## src/rtl/instruction_fetch.sv

```systemverilog
`default_nettype none
// ============================================================================
// Module      : instruction_fetch
// Description : Front-end fetch stage. Holds the PC and issues one word read
//               at a time to instruction memory. It buffers one fetched
//               instruction, together with its PC and PC+4, for decode.
//               Taken-branch redirects from execute replace the PC, and any
//               fetch already in flight on the wrong path is squashed.
// Revision    : 1.0 - initial release
// ----------------------------------------------------------------------------
// Parameters
//   RESET_PC        PC loaded on reset (bits [1:0] must be 0)
// Ports
//   clk             rising-edge clock
//   rst_n           asynchronous active-low reset
//   redirect_valid  taken branch from execute; load redirect_addr as new PC
//   redirect_addr   branch target (bits [1:0] forced to 0, misalignment flagged)
//   imem_req        memory request valid
//   imem_addr       memory request word address
//   imem_ready      memory accepts request when imem_req && imem_ready
//   imem_rvalid     read data valid, one pulse per accepted request
//   imem_rdata      fetched instruction word
//   instr_valid     buffered instruction available to decode
//   instr_ready     decode consumes when instr_valid && instr_ready
//   instr_data      buffered instruction word
//   instr_pc        address of instr_data
//   instr_pc4       instr_pc + 4 (wraps at 2^32)
//   misalign_err    one-cycle pulse when redirect_addr[1:0] != 0
// ============================================================================
module instruction_fetch #(
  parameter logic [31:0] RESET_PC = 32'h0000_0000
) (
  input  logic        clk,
  input  logic        rst_n,
  input  logic        redirect_valid,
  input  logic [31:0] redirect_addr,
  output logic        imem_req,
  output logic [31:0] imem_addr,
  input  logic        imem_ready,
  input  logic        imem_rvalid,
  input  logic [31:0] imem_rdata,
  output logic        instr_valid,
  input  logic        instr_ready,
  output logic [31:0] instr_data,
  output logic [31:0] instr_pc,
  output logic [31:0] instr_pc4,
  output logic        misalign_err
);

  typedef enum logic [1:0] {
    ST_ISSUE = 2'd0,
    ST_WAIT  = 2'd1,
    ST_HOLD  = 2'd2
  } state_t;

  state_t      state;
  logic [31:0] pc;
  logic [31:0] pc_inflight;
  logic        squash;

  logic [31:0] redirect_pc;
  logic [31:0] inflight_pc4;
  logic        accept;

  assign redirect_pc  = {redirect_addr[31:2], 2'b00};
  assign inflight_pc4 = pc_inflight + 32'd4;
  // imem_req is only ever high in ISSUE, so this is the ISSUE handshake.
  assign accept       = imem_req & imem_ready;
  // The PC register drives the request address directly. It changes only on
  // a redirect or on a returned fetch, so it stays stable while a request
  // waits for acceptance.
  assign imem_addr    = pc;

  always_ff @(posedge clk or negedge rst_n) begin
    if (!rst_n) begin
      state        <= ST_ISSUE;
      pc           <= RESET_PC;
      pc_inflight  <= RESET_PC;
      squash       <= 1'b0;
      imem_req     <= 1'b0;
      instr_valid  <= 1'b0;
      instr_data   <= 32'd0;
      instr_pc     <= 32'd0;
      instr_pc4    <= 32'd0;
      misalign_err <= 1'b0;
    end else begin
      misalign_err <= redirect_valid & (|redirect_addr[1:0]);

      // Redirect wins over everything. The state-specific branches below only
      // override pc when no redirect is present.
      if (redirect_valid) begin
        pc <= redirect_pc;
      end

      case (state)
        ST_ISSUE: begin
          if (accept) begin
            pc_inflight <= pc;
            imem_req    <= 1'b0;
            state       <= ST_WAIT;
            // The request just accepted targets the old PC. If a redirect
            // arrived in the same cycle, its response must be dropped.
            squash      <= redirect_valid;
          end else begin
            // Covers the first cycle after reset and holds the request high
            // until the memory accepts it.
            imem_req <= 1'b1;
          end
        end

        ST_WAIT: begin
          if (imem_rvalid) begin
            if (squash || redirect_valid) begin
              // Wrong-path response: discard it and refetch from the new PC.
              squash   <= 1'b0;
              imem_req <= 1'b1;
              state    <= ST_ISSUE;
            end else begin
              instr_data  <= imem_rdata;
              instr_pc    <= pc_inflight;
              instr_pc4   <= inflight_pc4;
              pc          <= inflight_pc4;
              instr_valid <= 1'b1;
              state       <= ST_HOLD;
            end
          end else if (redirect_valid) begin
            // One response is still owed. It must be swallowed when it comes.
            squash <= 1'b1;
          end
        end

        ST_HOLD: begin
          // A redirect drops the buffered instruction even if decode takes
          // it in the same cycle. Either way, fetch resumes from pc.
          if (redirect_valid || instr_ready) begin
            instr_valid <= 1'b0;
            imem_req    <= 1'b1;
            state       <= ST_ISSUE;
          end
        end

        default: begin
          instr_valid <= 1'b0;
          squash      <= 1'b0;
          imem_req    <= 1'b1;
          state       <= ST_ISSUE;
        end
      endcase
    end
  end

endmodule
`default_nettype wire

```

## config.mk

```make
export PLATFORM = sky130hd
export DESIGN_NAME = instruction_fetch
export DESIGN_NICKNAME = d
export VERILOG_FILES = /design/src/rtl/instruction_fetch.sv
export SDC_FILE = /design/constraint.sdc
export NUM_CORES = 1
export LEC_CHECK = 0
export BUFFER_PORTS_ARGS = -buffer_cell sky130_fd_sc_hd__buf_2
export CAP_MARGIN = 5
export CORE_UTILIZATION = 47
export DETAILED_ROUTE_END_ITERATION = 12
export GPL_TIMING_DRIVEN = 0
export PLACE_DENSITY = 0.82
export SLEW_MARGIN = 15
export SYNTH_ARGS = -nofsm -noshare
export SYNTH_HDL_FRONTEND = slang
export SYNTH_SLANG_ARGS = --single-unit
```

## constraint.sdc

```tcl
create_clock -name clk -period 2.05 [get_ports clk]
set_input_delay 0.3075 -clock clk [delete_from_list [all_inputs] [get_ports clk]]
set_output_delay 0.3075 -clock clk [all_outputs]
set_load 0.02 [all_outputs]
```

After elaboration in Yosys (flattened, before gate mapping)
Cells that the tools add are included.

Bits in registers: 166. Output and inout port bits: 131. Logic and storage cells: 58. Input port bits: 70.

Add/sub/neg operators: 1. Eq/ne operators: 9. Bitwise gates (word level): 5. Reductions and logical operators: 10. Mux-type cells: 23.

Operators with widths (count): 32-bit two-way mux (4); 32-bit by 3-bit adder with 32-bit output, second input constant (1); 1-bit two-way mux (11); 2-bit inequality test, second input constant (5); 1-bit one-hot mux with 3 select lines (3); 3-bit AND reduction (3); 2-bit two-way mux (4); 4-bit AND reduction (2); 3-bit inequality test, second input constant (2); 2-bit one-hot mux with 3 select lines (1); 1-bit inverter (3); 1-bit AND (2); 2-bit by 1-bit == test with 1-bit output, second input constant (1); 2-bit == test, second input constant (1); 2-bit zero test (1); 1-bit logical OR (2); 2-bit AND reduction (1); 2-bit OR reduction (1).

Logic depth before layout (Yosys ltp)
Depth after elaboration: 4. Depth in mapped cells: 7. Gate-level depth less buffers: 5.

Worst setup path before layout
Ideal clock, no wire load.

Path type: reg2reg. Start point: register pc_inflight[2]. End point: register pc[28], in the netlist imem_addr[28]. Arrival time: 2.081 ns. Data required time: 1.968 ns. Buffers on the path: 1. Cell stages (with the launch flop): 7. Setup time: 0.082 ns. Setup slack: -0.113 ns. Period minus slack after synthesis: 2.163 ns. Cells stage by stage: dfrtp_1 -> ha_1 -> nand4_4 -> or4_1 -> buf_2 -> or4_4 -> a31oi_1.

Longest elaborated chain between the ends: 4.

RTL lines: start: declaration (RTL line 58) `logic [31:0] pc_inflight;`; start signal: assignment (RTL line 98) `pc_inflight <= pc;`; 32-bit by 3-bit adder with 32-bit output (RTL line 66) `assign inflight_pc4 = pc_inflight + 32'd4;`; 32-bit two-way mux (RTL line 113) `if (squash || redirect_valid) begin`; 32-bit two-way mux (RTL line 112) `if (imem_rvalid) begin`; 32-bit two-way mux (RTL line 95) `case (state)`; end signal: assignment (RTL line 92) `pc <= redirect_pc;`; end signal: assignment (RTL line 122) `pc <= inflight_pc4;`; end: declaration (RTL line 57) `logic [31:0] pc;`.

No other way between the ends. A chain may end at the register's enable or synchronous reset.

Worst setup path after layout
Start point: register pc_inflight[2]. End point: register pc[31], in the netlist imem_addr[31].

Same word-level chain as after synthesis.

==> results_tabular.tex <==
\begin{tabular}{lr}
\hline
Metric & Value \\
\hline
\multicolumn{2}{l}{\textbf{Yosys}} \\
\quad Seq cells post-synth & around 160 \\
\quad Combinational family with the most area after synthesis & simple AND/OR/NAND/NOR gates \\
\quad Number of warnings printed during yosys synthesis & 0 \\
\quad Cell with the most instances after synthesis & sky130\_fd\_sc\_hd\_\_nand2\_1 \\
\quad Synthesized area per cell & approximately 10 um\^{}2 \\
\quad Post-synth top area share & about three fifths \\
\quad Post-synthesis mux area share & under 10\% \\
\quad Top post-synthesis cells by area & sky130\_fd\_sc\_hd\_\_dfrtp\_1 59\%, sky130\_fd\_sc\_hd\_\_nand2\_1 11\%, sky130\_fd\_sc\_hd\_\_mux2\_2 3.9\% \\
\quad Share of the synthesized area in compound gates (AO/OA/AOI/OAI) & around 8.7\% \\
\quad Post-synthesis adder-cell area fraction & less than 1\% \\
\quad Netlist Area Pre-Place & between 6000 and 7000 um\^{}2 \\
\quad Fraction of the mapped netlist area in simple logic gates & approximately a fifth \\
\quad Synth Area in XOR/XNOR & 1.26\% \\
\quad Share of the yosys chip area belonging to registers & 59.1\% \\
\quad Most frequently used flop master after synthesis & sky130\_fd\_sc\_hd\_\_dfrtp\_1 \\
\quad Gate Count Post-Synth & between 600 and 700 \\
\quad Ys async rst share & 100\% \\
\quad Leading post-synthesis cells by instance count & 202 x sky130\_fd\_sc\_hd\_\_nand2\_1, 164 x sky130\_fd\_sc\_hd\_\_dfrtp\_1, 41 x sky130\_fd\_sc\_hd\_\_nor2\_1 \\
\quad Nets in the synthesized netlist & 766 \\
\quad Number of synthesized flops with an enable pin & 0 \\
\quad Yosys top cell by area & sky130\_fd\_sc\_hd\_\_dfrtp\_1 \\
\quad Distinct cell type count after synthesis & 40 \\
\multicolumn{2}{l}{\textbf{CTS}} \\
\quad CTS sink count & 164 \\
\quad Master cell of the clock root buffer & sky130\_fd\_sc\_hd\_\_clkbuf\_16 \\
\quad Number of levels in the clock H-tree & 4 \\
\quad TritonCTS clock tree & built \\
\quad Longest Clk Path Bufs & 2 \\
\quad Total clock buffers created by CTS & 17 \\
\quad Clock transition at path regs & 60 ps \\
\quad Insertion delay to the later sink of the worst-skew pair & around 430 ps \\
\multicolumn{2}{l}{\textbf{Power and ir drop}} \\
\quad Clk pwr share & $\sim$22\% \\
\quad Leakage Power & around 4.5 nW \\
\quad Switching power of the nets & 5.77 mW \\
\quad Fraction of power spent switching nets & roughly two fifths \\
\quad Combinational Power Share & between 30\% and 40\% \\
\quad Power density over cell area & 1580 nW/um\^{}2 \\
\quad P\_int & 8.57 mW \\
\quad Peak supply drop & between 800 and 900 uV \\
\quad Sequential Power Share & approximately two fifths \\
\multicolumn{2}{l}{\textbf{Hold path}} \\
\quad Min-delay worst type & in -> reg \\
\multicolumn{2}{l}{\textbf{Global route}} \\
\quad Number of global-route vias before repair & approximately 5900 \\
\quad First-pass GRT wire length & 30500 um \\
\quad Maximum number of pins on one net before global-route repair & slightly below 90 \\
\quad Number of antenna violations at the first check in global routing & 2 \\
\quad GRT Util Overall & between 20\% and 30\% \\
\quad Total congestion overflow after global routing & 0 \\
\multicolumn{2}{l}{\textbf{Worst setup path}} \\
\quad Worst Path Max Fanout & 8 \\
\quad Crit path kind & reg -> reg \\
\quad Category of the worst setup path capture point & flop \\
\quad Data required time at the worst endpoint & about 2400 ps \\
\quad CP arrival & approximately 2300 ps \\
\quad Startpoint Class & flop \\
\multicolumn{2}{l}{\textbf{Cells and area}} \\
\quad Area Growth Syn to Fin & 30.7\% \\
\quad Share of layout cells above drive strength 1 & about 34\% \\
\quad Final std cell area, no fill & between 9000 and 10000 um\^{}2 \\
\quad Layout fillers & approximately 1200 \\
\quad Number of nets in the layout & 996 \\
\multicolumn{2}{l}{\textbf{STA}} \\
\quad Max-slew headroom & 41.5\% \\
\quad Final Skew & roughly 8.8 ps \\
\quad Hold slack & around 69 ps \\
\quad Number of pins with negative max-slew slack in the final report & 0 \\
\quad Fraction of the cycle the final worst path needs & 97.3\% \\
\quad Final period demand of the worst path & 1990 ps \\
\quad RSZ-0062 raised after global routing & yes \\
\quad Maximum frequency from static timing analysis & $\sim$500 MHz \\
\quad Final Hold Viols & 0 \\
\quad Total setup violations reported at the end of the flow & 0 \\
\quad Worst slew pin tran & slightly below 900 ps \\
\multicolumn{2}{l}{\textbf{Die}} \\
\quad Total Die Area & approximately 15000 um\^{}2 \\
\quad Placement row count & 44 \\
\quad Area of the core region & 14500 um\^{}2 \\
\quad Initial standard-cell utilization of the core & between 40\% and 50\% \\
\quad Die X & between 100 and 150 um \\
\quad Vertical extent of the die & roughly 120 um \\
\quad Top-Level Pins & around 200 \\
\multicolumn{2}{l}{\textbf{Routing}} \\
\quad Total vias in the final route & approximately 6200 \\
\quad First DRT Iteration DRCs & 449 \\
\quad Detail Route Antenna Nets & 0 \\
\quad Average vias per placed instance & between 5 and 6 \\
\quad Pre-Repair DR Iteration Count & 5 \\
\quad WL/cell & between 15 and 20 um \\
\quad DR DRC count & 0 \\
\quad Routed wire length & slightly below 20000 um \\
\multicolumn{2}{l}{\textbf{Placement}} \\
\quad Post-detailed-placement cell area & 8250 um\^{}2 \\
\quad Last weighted congestion value of the routability-driven placer & $\sim$0.86 \\
\quad Final HPWL DP & 13700 um \\
\quad Port Buffers & 200 \\
\multicolumn{2}{l}{\textbf{Job}} \\
\quad Max-capacitance violation count & 0 \\
\multicolumn{2}{l}{\textbf{Run status}} \\
\quad Result of the run & finished clean \\
\hline
\end{tabular}
-- power groups by stage --
stage               Clock (mW)  Sequential, mW  Combinational [mW]
CTS                       3.26            5.70                5.37
detailed placement           0            5.70                5.23
finish                    3.21            5.76                5.38
floorplan                    0            6.83                2.06
global route              3.39            5.93                5.90
global placement             0            5.65                5.09
-- state kept, by name, indices dropped and copies added (netlist names) --
register      flops
squash            1
instr_pc         32
misalign_err      1
imem_addr        32
imem_req          1
instr_valid       1
instr_pc4        30
instr_data       32
state             2
pc_inflight      32
-- per-stage QoR --
step / power, mW / worst slack (ps) / std cells / TNS (ps) / util, %
floorplan: 8.89 / -47.1 / 695 / -94.3 / -
global placement: 10.7 / -1800 / 1079 / -327560 / 56.6
detailed placement: 10.9 / -458 / 1080 / -32220 / 57.0
CTS: 14.3 / 5.44 / 1119 / 0 / 62.0
global route: 15.2 / -46.8 / 1122 / -99.1 / 62.7
finish: 14.3 / 55.2 / 1123 / 0 / 62.7
-- worst paths after layout --
| kind | from | to | slack [ps] | cells after the start |
|---|---|---|---|---|
| worst max-delay path | pc_inflight[2] | imem_addr[31] | 60 | 6 |
| worst min-delay path | imem_rdata[21] | instr_data[21] | 70 | 3 |
| worst max register to register | pc_inflight[2] | imem_addr[31] | 60 | 6 |
| worst min register to register | instr_data[2] | instr_data[2] | 470 | 2 |
| max in group asynchronous | rst_n | pc_inflight[10] | 770 | 3 |
| min in group asynchronous | rst_n | imem_addr[18] | 470 | 2 |
-- cells in the final DEF, fill, tap and decap left out, types with 8 or more instances in the layout --
master / n
sky130_fd_sc_hd__a21oi_1: 24
sky130_fd_sc_hd__dfrtp_2: 9
sky130_fd_sc_hd__clkbuf_16: 17
sky130_fd_sc_hd__nor2b_1: 11
sky130_fd_sc_hd__xnor2_1: 8
sky130_fd_sc_hd__nand3_1: 18
sky130_fd_sc_hd__nor2_1: 41
sky130_fd_sc_hd__dfrtp_1: 155
sky130_fd_sc_hd__inv_1: 9
sky130_fd_sc_hd__nand2_1: 201
sky130_fd_sc_hd__a211oi_1: 26
sky130_fd_sc_hd__buf_2: 208
sky130_fd_sc_hd__nor3_1: 19
sky130_fd_sc_hd__o21ai_0: 17
sky130_fd_sc_hd__clkbuf_1: 16
sky130_fd_sc_hd__clkbuf_2: 8
sky130_fd_sc_hd__mux2i_1: 20
sky130_fd_sc_hd__buf_4: 15
sky130_fd_sc_hd__mux2_2: 24
-- cell type report --
cell class	instances	area, um^2	area share [%]
clock inverters	11	134	1.47
plain buffers	40	194	2.13
diodes	2	5.00	0.0551
well taps	184	230	2.53
repair buffers	215	1150	12.6
multi-input cells	478	2770	30.5
inverters	9	33.8	0.372
clock buffers	20	457	5.03
flip-flops and latches	164	4120	45.3
-- kinds of logic after synthesis --
kind of cell,count (synthesis)
AO/OA/AOI/OAI,91
multiplexers,44
buffers and inverters,53
adder cells (fa/ha/maj),1
XOR/XNOR,10
AND/OR/NAND/NOR,332
flip-flops,164
-- metal layers --
metal	vias up	track usage, %	share of wire (%)
li1	2835	-	-
met1	2994	35.3	42
met2	279	42.3	48
met3	48	7.42	8.0
met4	2	10.2	2.5
met5	-	0	0.061
-- critical path: stages (launching register included) --
cell and delay, ps:
sky130_fd_sc_hd__dfrtp_2 400, sky130_fd_sc_hd__buf_4 140, sky130_fd_sc_hd__nand4_1 180, sky130_fd_sc_hd__or4_4 610
sky130_fd_sc_hd__buf_4 180, sky130_fd_sc_hd__nor4_4 300, sky130_fd_sc_hd__a211oi_2 70
-- timing repair --
item | CTS | global route
hold buffers | 1 | 0
setup buffers | 10 | 3
resized for setup | 26 | 33
endpoints found under the hold margin | 86 | 0
pin swaps | 4 | 2
setup endpoints to repair | 147 | 94
gates cloned | 0 | 0
Power figures use the tool's default switching activity.
